<file path="src/rtl/univ_shift_reg.sv">
// WIDTH-bit universal register: hold / shift right / shift left / parallel load,
// synchronous set, clock enable, optional rotate and a word-completion shift counter.
// Optional parity output is enabled by defining UNIV_SHIFT_REG_PARITY_EN.
module univ_shift_reg #(
  parameter int WIDTH  = 8,
  parameter bit ROTATE = 1'b0
) (
  input  logic             clk,
  input  logic             reset,
  input  logic             set,
  input  logic             en,
  input  logic [1:0]       mode,
  input  logic [WIDTH-1:0] d,
  input  logic             sin_msb,
  input  logic             sin_lsb,
  output logic [WIDTH-1:0] q,
  output logic             sout_r,
  output logic             sout_l,
  output logic             word_done
`ifdef UNIV_SHIFT_REG_PARITY_EN
  ,
  output logic             parity
`endif
);

  localparam int CW = (WIDTH > 1) ? $clog2(WIDTH) : 1;
  localparam logic [CW-1:0] CNT_LAST = CW'(WIDTH - 1);
  localparam logic [CW-1:0] CNT_ONE  = CW'(1);

  typedef enum logic [1:0] {
    MODE_HOLD = 2'b00,
    MODE_SHR  = 2'b01,
    MODE_SHL  = 2'b10,
    MODE_LOAD = 2'b11
  } mode_e;

  logic [WIDTH-1:0] q_nxt;
  logic [CW-1:0]    shift_cnt;
  logic [CW-1:0]    cnt_nxt;
  logic             done_nxt;
  logic             shift_ev;
  logic             fill_msb;
  logic             fill_lsb;

  // With ROTATE set the serial inputs never reach the datapath, so X on them cannot leak.
  assign fill_msb = ROTATE ? q[0]       : sin_msb;
  assign fill_lsb = ROTATE ? q[WIDTH-1] : sin_lsb;

  // NOTE: every variable driven here gets a default first, so no path leaves it
  // unassigned and no latch is inferred.
  always_comb begin
    q_nxt    = q;
    cnt_nxt  = shift_cnt;
    done_nxt = 1'b0;
    shift_ev = 1'b0;
    if (set) begin
      q_nxt   = '1;
      cnt_nxt = '0;
    end else if (en) begin
      unique case (mode_e'(mode))
        MODE_HOLD: ;
        MODE_SHR: begin
          q_nxt    = {fill_msb, q[WIDTH-1:1]};
          shift_ev = 1'b1;
        end
        MODE_SHL: begin
          q_nxt    = {q[WIDTH-2:0], fill_lsb};
          shift_ev = 1'b1;
        end
        MODE_LOAD: begin
          q_nxt   = d;
          cnt_nxt = '0;
        end
      endcase
    end
    // Direction is irrelevant to the count; a WIDTH-th shift wraps it and fires the pulse.
    if (shift_ev) begin
      if (shift_cnt == CNT_LAST) begin
        cnt_nxt  = '0;
        done_nxt = 1'b1;
      end else begin
        cnt_nxt = shift_cnt + CNT_ONE;
      end
    end
  end

  // NOTE: state registers use non-blocking assignments so every flop samples
  // pre-edge values regardless of process evaluation order.
  always_ff @(posedge clk) begin
    if (!reset) begin
      q         <= '0;
      shift_cnt <= '0;
      word_done <= 1'b0;
    end else begin
      q         <= q_nxt;
      shift_cnt <= cnt_nxt;
      word_done <= done_nxt;
    end
  end

`ifdef UNIV_SHIFT_REG_PARITY_EN
  // Computed from q_nxt so parity lands on the same edge as the data it covers.
  always_ff @(posedge clk) begin
    if (!reset) parity <= 1'b0;
    else        parity <= ^q_nxt;
  end
`endif

  assign sout_r = q[0];
  assign sout_l = q[WIDTH-1];

endmodule

</file>
<file path="config.mk">
export PLATFORM = sky130hd
export DESIGN_NAME = univ_shift_reg
export DESIGN_NICKNAME = d
export VERILOG_FILES = /design/src/rtl/univ_shift_reg.sv
export SDC_FILE = /design/constraint.sdc
export NUM_CORES = 1
export LEC_CHECK = 0
export ABC_AREA = 1
export CAP_MARGIN = 15
export CORE_AREA = 3 3 47 49
export DETAILED_ROUTE_END_ITERATION = 8
export DIE_AREA = 0 0 50 52
export GPL_TIMING_DRIVEN = 1
export PLACE_DENSITY = 0.76
export SETUP_SLACK_MARGIN = 0.2
export SYNTH_ARGS = -nofsm -noshare
export SYNTH_HDL_FRONTEND = slang
export SYNTH_SLANG_ARGS = --single-unit
</file>
<file path="constraint.sdc">
create_clock -name clk -period 1.2 [get_ports clk]
set_input_delay 0.24 -clock clk [delete_from_list [all_inputs] [get_ports clk]]
set_output_delay 0.24 -clock clk [all_outputs]
set_load 0.02 [all_outputs]
</file>
# Word-level counts from Yosys, hierarchy flattened
# Cells that the tools add are included.
[totals]
ff_bits = 12
[op_classes]
n_reduce_logical = 8
n_mux = 12
n_eq_ne = 4
n_addsub = 1
[ops]
columns = ["cell", "count"]
rows = [
  ["$pmux W8 S3", 1],
  ["$mux W8", 2],
  ["$mux W3", 5],
  ["$reduce_and A2 Y1", 3],
  ["$reduce_bool A3 Y1", 2],
  ["$eq A2 B2 Y1 const B", 2],
  ["$mux W1", 4],
  ["$reduce_bool A4 Y1", 1],
  ["$add A3 B1 Y3 const B", 1],
  ["$eq A3 B3 Y1 const B", 1],
  ["$eq A2 B1 Y1 const B", 1],
  ["$reduce_bool A2 Y1", 1],
  ["$reduce_or A2 Y1", 1],
]

# Depth between registers and ports, before layout
[depth]
depth_word = 7
mapped_depth = 9

# Worst setup path before layout
# OpenSTA, ideal clock, no wires.
[synth_timing]
path_kind = "input-to-reg"
start = "in mode[0]"
end = "reg q[0]"
path_stages = 8
t_required_ns = 1.085
path_slack_ns = 0.105
arrival_ns = 0.980
setup_ns = 0.115
path_cell_list = "inv_1 -> ha_1 -> inv_1 -> nand2_2 -> nand3_4 -> inv_6 -> nor2_1 -> nor2_1"
[synth_via]
elab_chain_cells = 4
word_cells_on_any_way = 8
[synth_rtl]
columns = ["element", "line_no", "rtl"]
rows = [
  ["start: declaration", "12", "input logic [1:0] mode,"],
  ["$eq A2 B2 Y1 / $eq A2 B1 Y1 (equally long branches)", "60", "unique case (mode_e'(mode))"],
  ["$pmux W8 S3", "60", ""],
  ["$mux W8", "59", "end else if (en) begin"],
  ["$mux W8", "56", "if (set) begin"],
  ["end signal: assignment", "95", "q <= q_nxt;"],
  ["end: declaration", "16", "output logic [WIDTH-1:0] q,"],
]
# Parallel ways exist; a longest one is shown, timed or not. The select of a mux whose other input is x is not followed.
# A chain may end at the register's enable or synchronous reset.

# Worst setup path after layout
[layout_timing]
start = "reg q[7]"
end = "out q[7]"
# No word-level cell between the ends.

==> flow_summary_export.csv <==
group,metric,value,unit
critical_path,worstPathArrival,0.75,ns
synthesis,post-synth-top-area-fraction,0.303,
cells_and_area,drive_gt1_frac,0.408,
sta,fin_skew,0.00232,ns
power_and_ir_drop,p_leak,0.604,nW
synthesis,synth_most_common_cell,"nand2_1",
routing,drcViolationCount,0,
routing,wl_per_cell,11.5,um
synthesis,ys_seq_elements,12,
global_routing,antenna_found_initial,0,
sta,finalSetupViolations,0,
synthesis,synth.distinct_cells,19,
sta,fin_ws,0.206,ns
floorplan,start_util,0.417,
global_routing,grt_overflow_total,0,
routing,vias_per_cell,4.85,
synthesis,synth_top_cell_by_area,"dfxtp_1",
synthesis,synthFlopType,"dfxtp_1",
critical_path,critPathMaxFanout,3,
sta,hold_viol_final,0,
cells_and_area,final_area,1280,sq um
global_routing,grt_max_degree,11,
floorplan,core,1900,sq um
global_routing,grtUsageMet3,0.0201,
floorplan,die_w,50,um
floorplan,rows,16,
run_status,status,"finished, final reports clean",
synthesis,async_flop_share,0,
critical_path,worstPathRequired,0.96,ns
cells_and_area,seq_area,249,sq um
floorplan,fp.dieH,52,um
placed_design,dpl_cell_area,1150,sq um
sta,rsz0062_at_grt,"yes",
global_routing,track_usage,0.167,
synthesis,seq_area_frac_synth,0.303,
clock_network,clock_path_buffers,2,
clock_network,cts_hold_repair.buffers,0,
floorplan,die-area,2600,sq um
floorplan,io_pins,27,
global_routing,grt_pass1_vias,798,
routing,drt_iter0_markers,21,
critical_path,crit_path_top_delay_cell,"dfxtp_2",
global_routing,grtUsageMet1,0.212,
sta,tightest_slew,0.386,ns
placed_design,gp_congestion,0.745,
synthesis,yosys-top-cells-area,"dfxtp_1 30%, nand2_1 14%, nor2_1 8.5%",
clock_network,htree_levels,1,
critical_path,r2r_start,"shift_cnt[0]",
clock_network,cts_made_buffers,3,
routing,wirelength,2.12,mm
critical_path,cp_top_family,"flip-flops",
clock_network,cts_tree,"yes",
sta,tns,0,ns
routing,drt-pass1-iter-count,4,
power_and_ir_drop,power,1.14,mW
sta,relSlewSlack,0.742,
power_and_ir_drop,power_density,889,nW/um^2
flow_run,drv_cap,0,
cells_and_area,syn_to_final_growth,61.0,%
clock_network,clk_latency,0.27,ns
synthesis,synth.avg_cell_area,6.61,sq um
global_routing,grt_pass1_wl,3.38,mm
cells_and_area,utilization,0.672,
sta,maxSlewViolCount,0,
synthesis,ys_warn_count,0,
clock_network,clkTransAtPathRegs,0.07,ns
critical_path,crit_buf_inv,1,
synthesis,synthesis.area,793,sq um
cells_and_area,fin_nets,180,
cells_and_area,fillers,160,
power_and_ir_drop,vdd_ir_drop_max,0.729,mV
placed_design,dp_hpwl,1.53,mm
critical_path,crit_type,"register to output port",
global_routing,grt.busiest_layer,"met2",
worst_hold_path,hold_start,"reset",
critical_path,end_kind,"output port",
placed_design,dp_slack,-0.564,ns
cells_and_area,multiInputGateArea,551,sq um
worst_hold_path,min_path_type,"primary input to register",
synthesis,synth_edf_count,0,
clock_network,cts_root_buf,"clkbuf_4",
sta,fin_crit,0.994,ns
synthesis,synth_cells,120,
global_routing,grtUsageMet2,0.272,
synthesis,synthTopCellsByCount,"30 x nand2_1, 18 x nor2_1, 12 x dfxtp_1, 12 x inv_1, 11 x a21oi_1",
critical_path,worstPathCellList,"buf_6",
cells_and_area,n_antenna_cell,0,
placed_design,portBuffers,26,
sta,fmax,1010,MHz
synthesis,synth_fp_nets,141,
routing,final_antenna_net_count,0,
critical_path,startpoint,"q[7]",
routing,via_count,892,
clock_network,cts_sinks,12,
critical_path,critPathMaxStageDelay,0.36,ns
critical_path,cp-start-kind,"register",
sta,fin_crit_sh,0.828,
[sequential cells by signal (all words and copies together) (netlist names)]
name / cells
q: 8
shift_cnt: 3
word_done: 1
[cell type report]
| type | count | share of cell area |
|---|---|---|
| well taps | 27 | 0.0264 |
| flip-flops and latches | 12 | 0.195 |
| multi-input cells | 89 | 0.431 |
| repair buffers | 38 | 0.270 |
| clock buffers | 3 | 0.0176 |
| inverters | 15 | 0.0597 |
[layout by cell type, fill, tap and decap left out]
cell	instances
nor2_1	11
ha_2	1
nand2_4	1
nand2_1	29
buf_4	17
dfxtp_2	7
buf_8	1
a21oi_1	9
inv_2	2
o21ai_2	3
nor2_4	1
buf_2	1
buf_6	6
dlymetal6s2s_1	1
nand3_4	1
inv_1	10
a21oi_2	2
nand2_2	2
nand4_1	3
clkinv_4	1
o21ai_1	5
ha_4	4
dfxtp_1	5
nor2_2	8
clkdlybuf4s50_1	10
nand3_2	1
clkbuf_4	3
inv_8	2
dlygate4sd2_1	2
nand3_1	8
[kinds of logic after synthesis]
family / count (synthesis) / share of synthesized area
fa+ha+maj: 5 / 0.0789
simple gates: 64 / 0.361
flops: 12 / 0.303
compound gates: 19 / 0.120
buf+inv: 20 / 0.137
[repair_timing]
item | in CTS | in global routing
gates resized for setup | 76 | 29
setup endpoints to repair | 23 | 17
gates cloned | 1 | 0
pin swaps | 3 | 10
setup buffers | 1 | 0
[worst paths after layout]
| check | end | slack, ns | depth (start not counted) |
|---|---|---|---|
| worst min register to register | shift_cnt[1] | 0.52 | 2 |
| worst min-delay path | q[2] | 0.40 | 3 |
| worst max-delay path | q[7] | 0.21 | 1 |
| worst max register to register | shift_cnt[2] | 0.22 | 4 |
[power breakdown]
part	switching, mW	internal, mW	leakage, nW
Sequential	0.0207	0.432	0.101
Combinational	0.227	0.213	0.489
Clock	0.127	0.116	0.0138
[per-layer routing]
metal  wire (um)  up-vias
met1         952      398
met3         117        5
met5           0        -
met2        1010       33
met4          46        0
li1            -      456
[through the flow]
step | std cells | hold WS, ns
3_3_place_gp | 179 | 0.488
6_report | 184 | 0.403
4_1_cts | 184 | 0.536
5_1_grt | 184 | 0.418
2_1_floorplan | 120 | 0.379
3_5_place_dp | 179 | 0.497
(Power assumes the default switching activity.)
==> edit 1: new RTL, same flow settings <==
The parameter `WIDTH` goes from 8 to 4.
--- a/src/rtl/univ_shift_reg.sv
+++ b/src/rtl/univ_shift_reg.sv
@@ -2,7 +2,7 @@
 // synchronous set, clock enable, optional rotate and a word-completion shift counter.
 // Optional parity output is enabled by defining UNIV_SHIFT_REG_PARITY_EN.
 module univ_shift_reg #(
-  parameter int WIDTH  = 8,
+  parameter int WIDTH  = 4,
   parameter bit ROTATE = 1'b0
 ) (
   input  logic             clk,
Interface: changed (resized d and q); port bits go from 27 to 19. The function was not compared with the original's and may differ.
==> edit 1 against the original RTL <==
Final area is 39% lower; clock skew rose by 0.0021 ns; core utilization shrank 26 points; sequential cell count fell by 5; worst hold slack hardly changed; total power is 36% lower; worst setup slack improved by 0.026 ns; first-iteration DRC count down 57%; fmax up 2.7%; synthesized area shrank 35%; sequential power decreased by 43%; final cell count shrank 28%; routed wire length fell by 42%; combinational power is 43% lower.
==> edit 1: results (changes against the original RTL) <==
[grt]
grt_pass1_vias=522  ; -35%
grt_max_degree=9  ; -2
grt_util_met2_pct=18.0  ; -9.1 points

[route]
wl_met2_microns=588  ; -41%
routedWlPerCell_microns=9.20  ; -20%
drtIter0Drc=9  ; -57%
m1WireLength_microns=527  ; -45%
wl_met3_microns=96  ; -18%

[synthesis]
synthesis.nets=98  ; -30%
yosysSeqAreaShare_pct=27.4  ; -2.9 points
ys_top_cells_by_count=nand2_1 (23), inv_1 (12), nor2_1 (10)
synth.area.top_cells=dfxtp_1 (27%), nand2_1 (17%), ha_1 (9.8%)
syn_area_per_cell_sq_um=6.24  ; -5.6%
synthAdderAreaFrac_pct=9.78  ; +1.9 points
synth.distinct_cells=15  ; -4

[finish]
layout-drive-gt1-share_pct=30.2  ; -11 points
seq_area_sq_um=143  ; -43%
areaGrowthSynthToFinish_pct=52.3
clkCellAreaFrac_pct=3.37  ; +1.6 points
num-multi-input-gates=58  ; -35%
final-nonclk-buf-share_pct=23.8  ; -3.3 points
inverters=14  ; -1
design.seq.count=7  ; -5
reg_top3=q x4, shift_cnt x2, word_done x1
nets=123  ; -32%
nNonClkBuffers=23  ; -39%
fillers=209  ; +31%

[placement]
dp_hpwl_microns=999  ; -35%

[clocking]
cts_resized=42  ; -45%
cts_setup_buffers=0  ; -1
path_clk_slew_ns=0.05  ; -0.02 ns

[power_and_ir_drop]
power.leakage_uw=0.000383  ; -37%
p_clk_uw=219  ; -9.9%
sw_frac_of_total_pct=31.9  ; -1.1 points
power.sequential.total_uw=260  ; -43%
vdd_drop_max_uv=484  ; -34%

[sta]
worstMarginPinSlew_ns=0.253  ; -0.133 ns
clock_skew_ns=0.00444  ; +0.00211 ns

[outcome]
status=finished, final reports clean

edit 1: changes by cell type in the layout (fill, tap and decap cells not counted), sizes merged, moves of 2 or more:
cell / before / now
nand2: 32 / 24
clkbuf: 3 / 5
nand3: 10 / 6
dfxtp: 12 / 7
nor2: 20 / 12
a21oi: 11 / 8
buf: 25 / 14
clkdlybuf4s50: 10 / 7
o21ai: 8 / 0
edit 1: stage by stage:
| stage | worst slack (ns) | power, uW | instances |
|---|---|---|---|
| finish | 0.232 | 731 | 133 |
| global route | 0.203 | 778 | 133 |
| CTS | 0.178 | 727 | 133 |
| detailed placement | -0.430 | 515 | 129 |
| global placement | -0.368 | 511 | 129 |
| floorplan | 0.227 | 403 | 82 |
edit 1: worst paths after layout:
kind                start      endpoint  slack [ns]  cells after the start
min reg2reg  shift_cnt[1]  shift_cnt[1]        0.49                      2
max reg2reg          q[2]          q[3]        0.28                      5
min                   set  shift_cnt[1]        0.40                      4
max                  q[1]          q[1]        0.23                      1
==> edit 2: new RTL, config.mk and constraints unchanged <==
Without the edit above. Add an input register stage for `mode`, cleared by the reset; this delays it by one clock. The other inputs are not delayed to match.
--- a/src/rtl/univ_shift_reg.sv
+++ b/src/rtl/univ_shift_reg.sv
@@ -34,6 +34,16 @@
     MODE_LOAD = 2'b11
   } mode_e;
 
+  logic [1:0] mode_q;
+
+  always_ff @(posedge clk) begin
+    if (!reset) begin
+      mode_q <= '0;
+    end else begin
+      mode_q <= mode;
+    end
+  end
+
   logic [WIDTH-1:0] q_nxt;
   logic [CW-1:0]    shift_cnt;
   logic [CW-1:0]    cnt_nxt;
@@ -57,7 +67,7 @@
       q_nxt   = '1;
       cnt_nxt = '0;
     end else if (en) begin
-      unique case (mode_e'(mode))
+      unique case (mode_e'(mode_q))
         MODE_HOLD: ;
         MODE_SHR: begin
           q_nxt    = {fill_msb, q[WIDTH-1:1]};
Check against the original RTL: not equivalent (a bounded check fails within 4 cycles, from zero or initial values and one cycle with reset low).
==> edit 2 against the original RTL <==
The flow now finishes with violations (negative setup slack); worst setup slack worse by 0.24 ns; highest routed layer unchanged; sequential cell count up 2; routed wire length up 12%; critical path type is now reg -> reg; final area up 9.5%; total power up 17%; final cell count up 10%; global-route usage up 2.5 points; fmax down 19%; synthesized area up 12%.
==> edit 2: results (changes against the original RTL) <==
[clocking]
clkLatencyLatePin_ns=0.29  ; +0.02 ns

[sta]
setup_viol=10  ; +10
setup_slack_ns=-0.0287  ; -0.235 ns
clock_skew_ns=0.00287  ; +0.000542 ns
fin_tns_setup_ns=-0.149  ; -0.149 ns
hold_ws_ns=0.468  ; +0.0649 ns

[synthesis]
synthesis.nets=157  ; +11%
yosysSeqAreaShare_pct=31.5  ; +1.3 points
synthAdderAreaFrac_pct=7.04  ; -0.84 points
syn-instance-count=136  ; +13%
ys_top_cells_by_count=nand2_1 (39), nor2_1 (18), dfxtp_1 (14), inv_1 (14)
synth.distinct_cells=17  ; -2

[power_and_ir_drop]
power.leakage_uw=0.000684  ; +13%
vdd_drop_max_uv=546  ; -25%

[route]
dr.pass1.iters=5  ; +1
routedWlPerCell_microns=11.7  ; +1.2%
vias_per_cell=4.79  ; -1.2%
vias=972  ; +9.0%

[grt]
grt_pass1_vias=879  ; +10%
grt_pass1_wl_microns=3860  ; +14%
grtUsageTotal_pct=19.2  ; +2.5 points

[worst_setup_path]
worstReg2RegStart=mode_q[0]
reg2reg_depth=6  ; +2

[outcome]
status=finished with violations
violations=negative setup slack

[placement]
pre_cts_ws_ns=-0.211  ; +0.353 ns

[finish]
nets=198  ; +10%

-- edit 2: how the worst max path moves through the flow --
stage | slack (ns) | endpoint | startpoint
after floorplan | 0.09 | q[0] | mode_q[0]
after global placement | -0.18 | shift_cnt[1] | en
after detailed placement | -0.21 | shift_cnt[1] | en
after CTS | -0.02 | q[3] | mode_q[1]
after global routing | -0.14 | q[1] | mode_q[0]
final | -0.03 | q[5] | mode_q[0]
-- edit 2: final cells by class --
type | count | area [sq um]
inverters | 16 | 62.6
fillers | 162 | 503
multi-input cells | 99 | 567
well taps | 27 | 33.8
flip-flops and latches | 14 | 298
clock buffers | 4 | 36.3
repair buffers | 43 | 402
-- edit 2: cells by family (layout without fill, tap and decap cells) --
kind of cell               Yosys count  after routing
and+or+nand+nor                     81             81
AOI/OAI and AO/OA                   13             13
buffers and inverters               23             63
DFF                                 14             14
adders and majority gates            5              5
-- edit 2: report_power, final --
part / internal [uW] / switching, uW / leakage (uW) / total, uW
combinational: 235 / 210 / 0.000544 / 445
clock: 185 / 168 / 0.0000210 / 353
sequential: 501 / 29.0 / 0.000119 / 530
-- edit 2: layer usage --
metal / vias up / part of all wire (%) / global-route usage, % / routed length, microns
met4: 0 / 1.6 / 9.68 / 39
met5: - / 0 / 0 / 0
met2: 27 / 47 / 31.5 / 1110
met1: 434 / 47 / 25.0 / 1120
li1: 507 / - / - / -
met3: 4 / 4.1 / 1.72 / 97
-- edit 2: worst min-delay path, delay by kind of cell --
family                 cells  cell delay (ns)
buffers and inverters      2             0.43
AND/OR/NAND/NOR            1             0.06
-- edit 2: timing repair --
action,in CTS,in global routing
pin swaps,10,4
setup endpoints to repair,23,23
resized for setup,72,12
setup buffers,1,0
gates cloned,0,0
endpoints found under the hold margin,0,0
